--- config.mk ---
export PLATFORM = sky130hd
export DESIGN_NAME = gdma_axil_reg_bridge
export DESIGN_NICKNAME = d
export VERILOG_FILES = /design/src/rtl/gdma_reg_pkg.sv /design/src/rtl/gdma_axil_hold.sv /design/src/rtl/gdma_axil_reg_bridge.sv
export SDC_FILE = /design/constraint.sdc
export NUM_CORES = 1
export LEC_CHECK = 0
export BUFFER_PORTS_ARGS = -buffer_cell sky130_fd_sc_hd__buf_2
export CAP_MARGIN = 5
export CORE_MARGIN = 4
export CORE_UTILIZATION = 53
export CTS_CLUSTER_DIAMETER = 80
export CTS_CLUSTER_SIZE = 14
export DETAILED_ROUTE_END_ITERATION = 10
export PLACE_DENSITY = 0.87
export SLEW_MARGIN = 25
export SYNTH_ARGS = -nofsm -noshare
export SYNTH_HDL_FRONTEND = slang
export SYNTH_HIERARCHICAL = 1
export SYNTH_SLANG_ARGS = --single-unit
--- constraint.sdc ---
create_clock -name zynq2gdma_reg_clk -period 3.3 [get_ports zynq2gdma_reg_clk]
set_clock_uncertainty 0.05 [all_clocks]
set_input_delay 0.165 -clock zynq2gdma_reg_clk [delete_from_list [all_inputs] [get_ports zynq2gdma_reg_clk]]
set_output_delay 0.165 -clock zynq2gdma_reg_clk [all_outputs]
set_load 0.05 [all_outputs]
--- src/rtl/gdma_reg_pkg.sv ---
// ============================================================================
// Module      : gdma_reg_pkg
// Description : Shared constants, FSM encoding and address helpers for the
//               GDMA AXI4-Lite register bridge.
// Revision    : 1.0
// ============================================================================
`default_nettype none

package gdma_reg_pkg;

    localparam int ADDR_W   = 13;
    localparam int NUM_REGS = 26;

    localparam logic [1:0] RESP_OKAY   = 2'b00;
    localparam logic [1:0] RESP_SLVERR = 2'b10;

    typedef enum logic [2:0] {
        ST_IDLE     = 3'd0,
        ST_WR_ISSUE = 3'd1,
        ST_WR_RESP  = 3'd2,
        ST_RD_ISSUE = 3'd3,
        ST_RD_CAP   = 3'd4,
        ST_RD_RESP  = 3'd5
    } state_t;

    function automatic logic [9:0] word_index(input logic [ADDR_W-1:0] addr);
        return addr[11:2];
    endfunction

    // Bit 12 selects a region the bank does not implement at all.
    function automatic logic addr_in_range(input logic [ADDR_W-1:0] addr);
        return (addr[ADDR_W-1] == 1'b0) && (word_index(addr) < 10'(NUM_REGS));
    endfunction

endpackage

`default_nettype wire

--- src/rtl/gdma_axil_hold.sv ---
// ============================================================================
// Module      : gdma_axil_hold
// Description : One-entry valid/ready holding register with a same-cycle
//               bypass view of the incoming beat.
// Revision    : 1.0
// ============================================================================
`default_nettype none

module gdma_axil_hold #(
    parameter int W = 32
) (
    input  logic         clk,
    input  logic         rst,
    input  logic [W-1:0] in_data,
    input  logic         in_valid,
    output logic         in_ready,
    input  logic         clear,
    output logic         avail,
    output logic [W-1:0] data
);

    logic         r_live;
    logic         r_valid;
    logic [W-1:0] r_data;
    logic         w_take;

    // r_live keeps ready low during reset and for the edge that releases it.
    assign in_ready = r_live & ~r_valid;
    assign w_take   = in_valid & in_ready;
    assign avail    = r_valid | w_take;
    assign data     = r_valid ? r_data : in_data;

    always_ff @(posedge clk or posedge rst) begin
        if (rst) begin
            r_live  <= 1'b0;
            r_valid <= 1'b0;
            r_data  <= '0;
        end else begin
            r_live <= 1'b1;
            if (clear) begin
                r_valid <= 1'b0;
            end else if (w_take) begin
                r_valid <= 1'b1;
                r_data  <= in_data;
            end
        end
    end

endmodule

`default_nettype wire

--- src/rtl/gdma_axil_reg_bridge.sv ---
// ============================================================================
// Module      : gdma_axil_reg_bridge
// Description : AXI4-Lite slave driving the GDMA register-file port; one
//               register access in flight, out-of-range accesses -> SLVERR.
// Revision    : 1.0
// ============================================================================
`default_nettype none

module gdma_axil_reg_bridge
    import gdma_reg_pkg::*;
(
    input  logic              zynq2gdma_reg_clk,
    input  logic              zynq2gdma_reg_rst,
    input  logic [ADDR_W-1:0] s_axil_awaddr,
    input  logic              s_axil_awvalid,
    output logic              s_axil_awready,
    input  logic [31:0]       s_axil_wdata,
    input  logic [3:0]        s_axil_wstrb,
    input  logic              s_axil_wvalid,
    output logic              s_axil_wready,
    output logic [1:0]        s_axil_bresp,
    output logic              s_axil_bvalid,
    input  logic              s_axil_bready,
    input  logic [ADDR_W-1:0] s_axil_araddr,
    input  logic              s_axil_arvalid,
    output logic              s_axil_arready,
    output logic [31:0]       s_axil_rdata,
    output logic [1:0]        s_axil_rresp,
    output logic              s_axil_rvalid,
    input  logic              s_axil_rready,
    output logic [ADDR_W-1:0] zynq2gdma_reg_addr,
    output logic [31:0]       zynq2gdma_reg_wrdata,
    output logic [3:0]        zynq2gdma_reg_we,
    output logic              zynq2gdma_reg_en,
    input  logic [31:0]       zynq2gdma_reg_rddata
);

    logic              w_aw_avail, w_w_avail, w_ar_avail;
    logic [ADDR_W-1:0] w_aw_addr, w_ar_addr;
    logic [35:0]       w_w_bits;
    logic              w_aw_clr, w_ar_clr;

    gdma_axil_hold #(.W(ADDR_W)) u_aw_hold (
        .clk(zynq2gdma_reg_clk), .rst(zynq2gdma_reg_rst),
        .in_data(s_axil_awaddr), .in_valid(s_axil_awvalid), .in_ready(s_axil_awready),
        .clear(w_aw_clr), .avail(w_aw_avail), .data(w_aw_addr)
    );

    gdma_axil_hold #(.W(36)) u_w_hold (
        .clk(zynq2gdma_reg_clk), .rst(zynq2gdma_reg_rst),
        .in_data({s_axil_wstrb, s_axil_wdata}), .in_valid(s_axil_wvalid), .in_ready(s_axil_wready),
        .clear(w_aw_clr), .avail(w_w_avail), .data(w_w_bits)
    );

    gdma_axil_hold #(.W(ADDR_W)) u_ar_hold (
        .clk(zynq2gdma_reg_clk), .rst(zynq2gdma_reg_rst),
        .in_data(s_axil_araddr), .in_valid(s_axil_arvalid), .in_ready(s_axil_arready),
        .clear(w_ar_clr), .avail(w_ar_avail), .data(w_ar_addr)
    );

    state_t            r_state, w_next;
    logic              r_prefer_rd;
    logic              r_hit;
    logic              r_en;
    logic [3:0]        r_we;
    logic [ADDR_W-1:0] r_addr;
    logic [31:0]       r_wrdata;
    logic              r_bvalid, r_rvalid;
    logic [1:0]        r_bresp, r_rresp;
    logic [31:0]       r_rdata;

    logic w_wr_rdy, w_rd_rdy, w_go_wr, w_go_rd, w_issue_hit, w_collide;

    // Availability includes the beat arriving this cycle, so the grant and
    // the registered en land in the cycle right after the handshake.
    assign w_wr_rdy = w_aw_avail & w_w_avail & ~r_bvalid;
    assign w_rd_rdy = w_ar_avail;

    always_ff @(posedge zynq2gdma_reg_clk or posedge zynq2gdma_reg_rst) begin
        if (zynq2gdma_reg_rst) begin
            r_state <= ST_IDLE;
        end else begin
            r_state <= w_next;
        end
    end

    always_comb begin
        w_next = r_state;
        unique case (r_state)
            ST_IDLE: begin
                if (w_rd_rdy && w_wr_rdy) begin
                    w_next = r_prefer_rd ? ST_RD_ISSUE : ST_WR_ISSUE;
                end else if (w_rd_rdy) begin
                    w_next = ST_RD_ISSUE;
                end else if (w_wr_rdy) begin
                    w_next = ST_WR_ISSUE;
                end
            end
            ST_WR_ISSUE: w_next = ST_WR_RESP;
            ST_WR_RESP:  if (s_axil_bready) w_next = ST_IDLE;
            ST_RD_ISSUE: w_next = ST_RD_CAP;
            ST_RD_CAP:   w_next = ST_RD_RESP;
            ST_RD_RESP:  if (s_axil_rready) w_next = ST_IDLE;
            default:     w_next = ST_IDLE;
        endcase
    end

    always_comb begin
        w_go_wr     = (r_state == ST_IDLE) && (w_next == ST_WR_ISSUE);
        w_go_rd     = (r_state == ST_IDLE) && (w_next == ST_RD_ISSUE);
        w_collide   = (r_state == ST_IDLE) && w_wr_rdy && w_rd_rdy;
        w_issue_hit = w_go_wr ? addr_in_range(w_aw_addr) : addr_in_range(w_ar_addr);
        w_aw_clr    = (r_state == ST_WR_ISSUE);
        w_ar_clr    = (r_state == ST_RD_CAP);
    end

    always_ff @(posedge zynq2gdma_reg_clk or posedge zynq2gdma_reg_rst) begin
        if (zynq2gdma_reg_rst) begin
            r_prefer_rd <= 1'b1;
            r_hit       <= 1'b0;
            r_en        <= 1'b0;
            r_we        <= '0;
            r_addr      <= '0;
            r_wrdata    <= '0;
            r_bvalid    <= 1'b0;
            r_bresp     <= RESP_OKAY;
            r_rvalid    <= 1'b0;
            r_rresp     <= RESP_OKAY;
            r_rdata     <= '0;
        end else begin
            r_en <= (w_go_wr | w_go_rd) & w_issue_hit;
            r_we <= (w_go_wr && w_issue_hit) ? w_w_bits[35:32] : 4'b0000;
            if (w_go_wr) begin
                r_addr   <= w_aw_addr;
                r_wrdata <= w_w_bits[31:0];
            end else if (w_go_rd) begin
                r_addr <= w_ar_addr;
            end
            if (w_go_wr || w_go_rd) begin
                r_hit <= w_issue_hit;
            end
            // Priority flips only on a genuine collision.
            if (w_collide) begin
                r_prefer_rd <= ~r_prefer_rd;
            end

            if (r_state == ST_WR_ISSUE) begin
                r_bvalid <= 1'b1;
                r_bresp  <= r_hit ? RESP_OKAY : RESP_SLVERR;
            end else if (r_bvalid && s_axil_bready) begin
                r_bvalid <= 1'b0;
            end

            if (r_state == ST_RD_CAP) begin
                r_rvalid <= 1'b1;
                r_rdata  <= r_hit ? zynq2gdma_reg_rddata : 32'h0;
                r_rresp  <= r_hit ? RESP_OKAY : RESP_SLVERR;
            end else if (r_rvalid && s_axil_rready) begin
                r_rvalid <= 1'b0;
            end
        end
    end

    assign zynq2gdma_reg_en     = r_en;
    assign zynq2gdma_reg_we     = r_we;
    assign zynq2gdma_reg_addr   = r_addr;
    assign zynq2gdma_reg_wrdata = r_wrdata;
    assign s_axil_bvalid        = r_bvalid;
    assign s_axil_bresp         = r_bresp;
    assign s_axil_rvalid        = r_rvalid;
    assign s_axil_rresp         = r_rresp;
    assign s_axil_rdata         = r_rdata;

endmodule

`default_nettype wire
== Word-level counts from Yosys, hierarchy flattened ==
Cells that the tools add are included.

* $lt $le $gt $ge: 2
* Equal/unequal tests: 7
* Mux-type cells: 26
* Bitwise operators: 22
* Reductions and logical operators: 21

{| class="wikitable"
|+ Operator list
! kind !! number
|-
| $mux W13 || 4
|-
| $mux W36 || 1
|-
| $mux W32 || 1
|-
| $lt A10 B5 Y1 const B || 2
|-
| $pmux W3 S6 || 1
|-
| $mux W3 || 5
|-
| $reduce_bool A2 Y1 || 6
|-
| $mux W1 || 11
|-
| $logic_and A1 B1 Y1 || 10
|-
| $and A1 B1 Y1 || 9
|-
| $eq A3 B2 Y1 const B || 3
|-
| $not A1 Y1 || 9
|-
| $eq A3 B1 Y1 const B || 2
|-
| $eq A3 B3 Y1 const B || 2
|-
| $reduce_and A2 Y1 || 3
|-
| $mux W2 || 2
|-
| $mux W4 || 1
|-
| $or A1 B1 Y1 || 4
|-
| $logic_not A3 Y1 || 1
|-
| $logic_or A1 B1 Y1 || 1
|}

* Bits in registers: 159
* Input port bits: 101
* Output and inout port bits: 91
* Logic and storage cells: 97

== Logic depth before layout (Yosys ltp) ==
Gate-level depths: netlist of run 1.

* Word-level depth: 15
* Gate-level depth with buffers: 8
* Mapped depth without buffers: 5

== By module ==
Netlist of run 1, hierarchy kept.

{| class="wikitable"
|+ Modules (own cells, without submodules)
! module !! times used !! cells an instance !! area each (µm²) !! sequential area each (µm²)
|-
| gdma_axil_reg_bridge || 1 || 325 || 3728.6 || 2278.4
|-
| gdma_axil_hold at u_w_hold || 1 || 124 || 1979.4 || 950.9
|-
| gdma_axil_hold at u_ar_hold ... || 2 || 50 || 785.8 || 375.4
|}

== Worst setup path before layout of run 1 ==
No wires, ideal clock.

* Kind: register to register
* From: reg r_state[1]
* To: reg u_w_hold.r_data[0]
* Library setup time: 125 ps
* Arrival: 1819 ps
* Required time: 3125 ps
* Setup slack: 1306 ps
* Stages on the path, launching flop included: 7
* Path buffers: 2
* Period minus slack after synthesis: 1994 ps
* Cell sequence: dfrtp_1 -> or3b_2 -> inv_1 -> and4bb_1 -> buf_6 -> buf_6 -> mux2_4

* Word-level cells in the longest chain between the ends: 3

{| class="wikitable"
|+ Ends and longest elaborated chain
! item !! RTL line !! RTL
|-
| start: declaration || gdma_axil_reg_bridge.sv:61 || <nowiki>state_t r_state, w_next;</nowiki>
|-
| start signal: assignment || gdma_axil_reg_bridge.sv:83 || <nowiki>r_state <= w_next;</nowiki>
|-
| $eq A3 B1 Y1 || gdma_axil_reg_bridge.sv:113 || <nowiki>w_aw_clr = (r_state == ST_WR_ISSUE);</nowiki>
|-
| net w_aw_clr || gdma_axil_reg_bridge.sv:41 || <nowiki>logic w_aw_clr, w_ar_clr;</nowiki>
|-
| $not A1 Y1 (no source line) || - ||
|-
| $reduce_and A2 Y1 (no source line) || - ||
|-
| end signal: assignment || gdma_axil_hold.sv:44 || <nowiki>r_data <= in_data;</nowiki>
|-
| end: declaration || gdma_axil_hold.sv:24 || <nowiki>logic [W-1:0] r_data;</nowiki>
|}

The timed path passes the listed nets, and every way through them passes these cells.
A chain may end at the register's enable or synchronous reset.

== Final worst setup path of run 1 ==
* From: reg r_state[0]
* To: reg u_w_hold.r_data[34]

Same word-level chain as after synthesis.

==> impl_results.rst, run 1 <==
.. list-table::
   :header-rows: 1

   * - Metric
     - Value
   * - Final Hold Fails
     - 0
   * - Initial detailed-routing violation count
     - 313
   * - Combinational family with the most area after synthesis
     - multiplexers
   * - CTS tree
     - done
   * - Worst-path maximum fanout
     - 22
   * - Placer's final routability congestion estimate
     - 0.827
   * - Cell type contributing the most total cell area after synthesis
     - sky130_fd_sc_hd__dfrtp_1
   * - Tightest Pin Transition
     - 0.838 ns
   * - X dimension of the die
     - 125 um
   * - Insertion delay of the later-clocked pin in the worst-skew pair
     - 0.42 ns
   * - Total of warnings raised by yosys
     - 6
   * - Critical path data arrival time
     - 2.80 ns
   * - Ranking of synthesized cells by area
     - sky130_fd_sc_hd__dfrtp_1 54%, sky130_fd_sc_hd__mux2_4 16%, sky130_fd_sc_hd__mux2_2 12%
   * - Portion of synthesized cell area occupied by the leading cell type
     - 54.3%
   * - Number of vias after detailed routing
     - 5502
   * - Clk pin slew, worst setup/hold paths
     - 0.06 ns
   * - Clock root cell
     - sky130_fd_sc_hd__clkbuf_16
   * - Pre-antenna DRT Iters
     - 6
   * - Effective utilization at floorplan
     - 54.5%
   * - Post-CTS setup-driven buffer insertion count
     - 0
   * - Synth Instances
     - 549
   * - Setup crit end kind
     - register
   * - Total number of H-tree levels
     - 4
   * - Finished Cell Area
     - 9840 sq um
   * - Fraction of final layout cells sized beyond drive strength 1
     - 46.6%
   * - Post-layout utilization of the core
     - 73.7%
   * - Row cnt
     - 42
   * - HP Class
     - primary input to register
   * - Routed WL
     - 20.4 mm
   * - Nets
     - 932
   * - Max-cap violations
     - 0
   * - IO Pins
     - 192
   * - GRT overflow
     - 0
   * - Pwr Total
     - 10.1 mW
   * - Post-Place Cells
     - 891
   * - Number of sinks handled by clock tree synthesis
     - 159
   * - Worst vdd ir
     - 0.474 mV
   * - Cell type of the slowest stage on the worst timing path
     - sky130_fd_sc_hd__and4bb_2
   * - Number of antenna violations at the first check in global routing
     - 1
   * - Height of the chip
     - 125 um
   * - Unique cell type count in the Yosys netlist
     - 36
   * - Mapped Avg Cell Area
     - 13.3 sq um
   * - Share of cell area taken by muxes after synthesis
     - 28.2%
   * - First-pass GRT wire length
     - 32.3 mm
   * - Worst stage delay on the critical path
     - 0.82 ns
   * - Hold slack final
     - 0.138 ns
   * - All-Layer GR Usage
     - 26.2%
   * - Port-buffer cells
     - 189
   * - Final Setup Violations
     - 0
   * - Register bit total from synthesis
     - 159
   * - Crit path launch type
     - register
   * - Crit share post-route
     - 77.3%
   * - Power Density
     - 1020 nW/um^2
   * - Placement Setup Slack
     - 0.741 ns
   * - Hold-fix buffers at CTS
     - 97
   * - Setup total negative slack
     - 0 ns
   * - TritonCTS Buffers
     - 17
   * - Adder-cell share of the synthesized area
     - 0%
   * - Number of slew-limit violations in the final report
     - 0
   * - Antenna Violating Nets Remaining
     - 0
   * - Non-filler instance count after layout
     - 1020
   * - Fmax
     - 392 MHz
   * - Worst-case clock buffer depth
     - 2
   * - Mapped Area
     - 7280 sq um
   * - Filler instances
     - 835
   * - Worst Setup Path Type
     - register to register
   * - Final critical path time including I/O delays and setup
     - 2.55 ns
   * - Leading cell types in the layout, fill and taps excluded
     - 189 x sky130_fd_sc_hd__buf_2, 157 x sky130_fd_sc_hd__dfrtp_1, 97 x sky130_fd_sc_hd__dlygate4sd3_1, 79 x sky130_fd_sc_hd__mux2_2, 77 x sky130_fd_sc_hd__mux2_4
   * - Compound-gate portion of the synthesized area
     - 4.76%
   * - Post-synthesis share of cell area spent on xor and xnor gates
     - 0.120%
   * - Area of the core
     - 13300 sq um
   * - Fraction of the yosys area taken by sequential cells
     - 54.7%
   * - DRC
     - 0
   * - Maximum number of pins on one net before global-route repair
     - 68
   * - Post-synthesis share of cell area spent on and, or, nand and nor gates
     - 8.01%
   * - Die footprint
     - 15700 sq um
   * - Series of cell instances along the critical path
     - or3b_2, inv_1, and4bb_2, buf_4, mux2_4
   * - Most common cell after layout, fill and taps aside
     - sky130_fd_sc_hd__buf_2
   * - Run status
     - finished, final reports clean
   * - Post-route setup slack
     - 0.748 ns
   * - Synthesis-to-finish area growth
     - 35.1%
   * - Area post-placement
     - 8280 sq um
   * - Critical Path RT
     - 3.55 ns
   * - Via count of the first global-routing pass
     - 6067
   * - Static Leakage
     - 4.81 nW
   * - Tightest slew margin relative to the limit
     - 44.1%
   * - RSZ-0062 raised after global routing
     - false
   * - PostCTS Resize Cnt
     - 0
   * - Vias per cell
     - 5.39
   * - Post-DR wirelength/cell
     - 20.0 um
   * - Dpl hpwl
     - 12.3 mm
cell usage after synthesis:
library cell and count:
sky130_fd_sc_hd__and4bb_1 1, sky130_fd_sc_hd__nor3_4 1, sky130_fd_sc_hd__clkbuf_1 8, sky130_fd_sc_hd__and4bb_4 2, sky130_fd_sc_hd__a21o_1 4, sky130_fd_sc_hd__conb_1 4, sky130_fd_sc_hd__inv_1 12, sky130_fd_sc_hd__and3b_1 1
sky130_fd_sc_hd__mux2_4 77, sky130_fd_sc_hd__o21ai_0 38, sky130_fd_sc_hd__nor4_1 2, sky130_fd_sc_hd__buf_12 2, sky130_fd_sc_hd__nand2_1 73, sky130_fd_sc_hd__nor2b_1 6, sky130_fd_sc_hd__and2_1 4, sky130_fd_sc_hd__or3b_2 1
sky130_fd_sc_hd__xnor2_1 1, sky130_fd_sc_hd__buf_1 1, sky130_fd_sc_hd__o221ai_1 2, sky130_fd_sc_hd__nand3_4 1, sky130_fd_sc_hd__mux2i_1 1, sky130_fd_sc_hd__dfstp_2 1, sky130_fd_sc_hd__a221o_1 1, sky130_fd_sc_hd__buf_4 2
sky130_fd_sc_hd__dfrtp_1 158, sky130_fd_sc_hd__mux2_2 79, sky130_fd_sc_hd__o211ai_1 3, sky130_fd_sc_hd__o21a_1 1, sky130_fd_sc_hd__nand3_1 1, sky130_fd_sc_hd__and3_1 1, sky130_fd_sc_hd__nor2_1 25, sky130_fd_sc_hd__and4b_1 1
sky130_fd_sc_hd__nand3b_1 3, sky130_fd_sc_hd__buf_2 11, sky130_fd_sc_hd__buf_6 9, sky130_fd_sc_hd__o22ai_1 11
state kept, by name, summed over array words and instances, names as in the netlist:
register / count
u_ar_hold/r_data: 13
u_w_hold/r_data: 36
u_ar_hold/r_live: 1
r_prefer_rd: 1
s_axil_bresp: 1
u_w_hold/r_live: 1
s_axil_bvalid: 1
zynq2gdma_reg_en: 1
s_axil_rresp: 1
u_w_hold/r_valid: 1
zynq2gdma_reg_wrdata: 32
u_aw_hold/r_valid: 1
r_state: 3
r_hit: 1
u_aw_hold/r_live: 1
zynq2gdma_reg_we: 4
u_aw_hold/r_data: 13
zynq2gdma_reg_addr: 13
u_ar_hold/r_valid: 1
s_axil_rvalid: 1
s_axil_rdata: 32
final cells by class:
type                            instances  area (sq um)  share of cell area [%]
Clock buffer                           20           447                    4.54
Antenna cell                            1          2.50                  0.0254
Inverter                               12          46.3                   0.471
Clock inverter                         11           141                    1.44
Multi-Input combinational cell        346          3020                    30.6
Sequential cell                       159          3980                    40.5
Timing Repair Buffer                  295          1980                    20.2
Tap cell                              176           220                    2.24
path summary, 6_finish.rpt:
| path | start | endpoint | slack, ns | depth (start not counted) |
|---|---|---|---|---|
| max in group asynchronous | zynq2gdma_reg_rst | s_axil_rdata[30] | 1.94 | 4 |
| max | r_state[0] | u_w_hold/r_data[34] | 0.75 | 5 |
| min in group asynchronous | zynq2gdma_reg_rst | u_aw_hold/r_data[8] | 0.37 | 3 |
| min | s_axil_awvalid | u_aw_hold/r_valid | 0.14 | 3 |
| min reg2reg | s_axil_rresp[1] | s_axil_rresp[1] | 0.43 | 2 |
| max reg2reg | r_state[0] | u_w_hold/r_data[34] | 0.75 | 5 |
worst max-delay path, delay by kind of cell (launching register included):
family,cells,cell delay [ns]
muxes,1,0.34
DFF,1,0.46
and+or+nand+nor,2,1.07
buffers and inverters,2,0.50
kinds of logic after synthesis:
| group | count (synthesis) |
|---|---|
| compound gates | 60 |
| buf+inv | 45 |
| flops | 159 |
| mux | 157 |
| xor+xnor | 1 |
| simple gates | 123 |
| other cells | 4 |
metal layers:
metal	GRT usage [%]	up-vias	wire length, um
met2	45.1	275	10200
met3	7.21	63	1310
met1	30.2	2719	7980
met5	0	-	0
li1	-	2445	-
met4	12.6	0	893
where the power goes:
part	switching, mW	leakage, nW	internal [mW]
clock network	0.778	0.282	1.20
logic	2.69	2.56	1.95
registers	0.670	1.97	2.78
total	4.14	4.81	5.94
No activity file was read; power rests on OpenSTA's default activity.
==> run 2: changes to the inputs <==
Clock period 3.3 ns to 2.4 ns, I/O delays scaled along.
==> impl_results.rst, run 2 (synthesized netlist as in run 1, its figures left out) <==
.. list-table::
   :header-rows: 1

   * - Metric
     - Value
   * - Crit path launch type
     - register
   * - Pre-antenna DRT Iters
     - 5
   * - Post-DR wirelength/cell
     - 19.0 um
   * - Post-CTS setup-driven buffer insertion count
     - 0
   * - GRT overflow
     - 0
   * - First-pass GRT wire length
     - 31.6 mm
   * - Setup total negative slack
     - 0 ns
   * - Post-layout utilization of the core
     - 74.6%
   * - Insertion delay of the later-clocked pin in the worst-skew pair
     - 0.42 ns
   * - Antenna Violating Nets Remaining
     - 0
   * - Run status
     - finished, final reports clean
   * - Clock root cell
     - sky130_fd_sc_hd__clkbuf_16
   * - Max-cap violations
     - 0
   * - Port-buffer cells
     - 189
   * - DRC
     - 0
   * - Crit share post-route
     - 87.9%
   * - Fraction of final layout cells sized beyond drive strength 1
     - 46.9%
   * - Effective utilization at floorplan
     - 54.5%
   * - Power Density
     - 1410 nW/um^2
   * - PostCTS Resize Cnt
     - 0
   * - RSZ-0062 raised after global routing
     - false
   * - Footprint of the multi-input gates
     - 3020 sq um
   * - Area of the core
     - 13300 sq um
   * - Height of the chip
     - 125 um
   * - Tightest Pin Transition
     - 0.625 ns
   * - Number of vias after detailed routing
     - 5442
   * - Nets
     - 936
   * - Max reg flops
     - 36
   * - IO Pins
     - 192
   * - TritonCTS Buffers
     - 17
   * - Final Hold Fails
     - 0
   * - Routed WL
     - 19.4 mm
   * - Placer's final routability congestion estimate
     - 0.816
   * - Worst Setup Path Type
     - register to register
   * - Filler instances
     - 791
   * - Total number of H-tree levels
     - 4
   * - Final Setup Violations
     - 0
   * - Worst-case clock buffer depth
     - 2
   * - Leading cell types in the layout, fill and taps excluded
     - 189 x sky130_fd_sc_hd__buf_2, 158 x sky130_fd_sc_hd__dfrtp_1, 97 x sky130_fd_sc_hd__dlygate4sd3_1, 79 x sky130_fd_sc_hd__mux2_2, 77 x sky130_fd_sc_hd__mux2_4
   * - Sequential cell area in the final layout
     - 3980 sq um
   * - Via count of the first global-routing pass
     - 6198
   * - Most common cell after layout, fill and taps aside
     - sky130_fd_sc_hd__buf_2
   * - Largest reg by FF count
     - u_w_hold/r_data
   * - Final critical path time including I/O delays and setup
     - 2.11 ns
   * - Vias per cell
     - 5.31
   * - X dimension of the die
     - 125 um
   * - Fmax
     - 474 MHz
   * - Initial detailed-routing violation count
     - 292
   * - Static Leakage
     - 4.88 nW
   * - Number of slew-limit violations in the final report
     - 0
   * - Die footprint
     - 15700 sq um
   * - Worst vdd ir
     - 0.774 mV
   * - Number of antenna violations at the first check in global routing
     - 1
   * - Area post-placement
     - 8350 sq um
   * - Finished Cell Area
     - 9960 sq um
   * - Dpl hpwl
     - 12.0 mm
   * - All-Layer GR Usage
     - 25.6%
   * - Worst-path maximum fanout
     - 36
   * - Maximum number of pins on one net before global-route repair
     - 68
   * - CTS tree
     - done
   * - Clk pin slew, worst setup/hold paths
     - 0.06 ns
   * - Setup crit end kind
     - register
   * - Number of sinks handled by clock tree synthesis
     - 159
   * - Synthesis-to-finish area growth
     - 36.9%
   * - Row cnt
     - 42
   * - Tightest slew margin relative to the limit
     - 58.3%
   * - Critical Path RT
     - 2.65 ns
   * - Critical path data arrival time
     - 2.36 ns
   * - HP Class
     - primary input to register
==> run 2: cell count changes in the layout (fill, tap and decap cells not counted), sizes merged <==
cell and delta:
bufinv +2, buf +4, clkinvlp -1, clkinv -2
inv +1
==> run 2: cell type report <==
class | instances | area share [%]
multi-input cells | 346 | 30.3
clock buffers | 20 | 4.58
flip-flops and latches | 159 | 40.0
repair buffers | 299 | 20.6
clock inverters | 11 | 1.87
well taps | 176 | 2.21
inverters | 12 | 0.490
diodes | 1 | 0.0251
==> run 2: path summary, 6_finish.rpt <==
path	start	to	slack (ns)	cells past startpoint
setup / recovery	r_state[1]	u_w_hold/r_data[30]	0.29	5
hold / removal	s_axil_wvalid	u_w_hold/r_valid	0.05	3
setup reg to reg	r_state[1]	u_w_hold/r_data[30]	0.29	5
hold reg to reg	s_axil_rresp[1]	s_axil_rresp[1]	0.43	2
max in group asynchronous	zynq2gdma_reg_rst	zynq2gdma_reg_wrdata[6]	1.28	4
min in group asynchronous	zynq2gdma_reg_rst	zynq2gdma_reg_we[1]	0.29	3
==> run 2: worst max-delay path, cell delays in order, from the launching register on <==
cell and delay (ns):
sky130_fd_sc_hd__dfrtp_1 0.46, sky130_fd_sc_hd__or3b_2 0.54, sky130_fd_sc_hd__inv_1 0.13, sky130_fd_sc_hd__and4bb_2 0.28
sky130_fd_sc_hd__buf_12 0.21, sky130_fd_sc_hd__mux2_4 0.33
==> run 2: metrics by stage <==
| stage | hold WS, ns | std cells | worst slack [ns] | power [mW] |
|---|---|---|---|---|
| floorplan | -0.0285 | 550 | 0.406 | 9.52 |
| global placement | 0.170 | 895 | 0.362 | 10.6 |
| detailed placement | 0.185 | 895 | 0.300 | 10.9 |
| CTS | 0.0228 | 1023 | 0.300 | 14.0 |
| global route | 0.0504 | 1024 | 0.186 | 14.7 |
| finish | 0.0526 | 1024 | 0.291 | 14.1 |
==> run 2: repair_timing <==
| item | 4_1_cts | 5_1_grt |
|---|---|---|
| hold buffers | 97 | 0 |
| endpoints found under the setup margin | 0 | 0 |
| endpoints found under the hold margin | 186 | 0 |
==> run 2: routing by layer <==
layer  vias to the layer above  global-route usage [%]  wire (um)
met1                      2689                    30.1       7620
li1                       2457                       -          -
met4                         0                    13.5        816
met2                       230                    42.5       9690
met3                        66                    7.38       1300
met5                         -                       0          0
==> run 2: power by group <==
part	switching [mW]	internal (mW)	total, mW	leakage [nW]
registers	0.689	3.82	4.51	1.97
logic	3.86	2.74	6.61	2.59
clock network	1.07	1.89	2.96	0.316
total	5.63	8.46	14.1	4.88
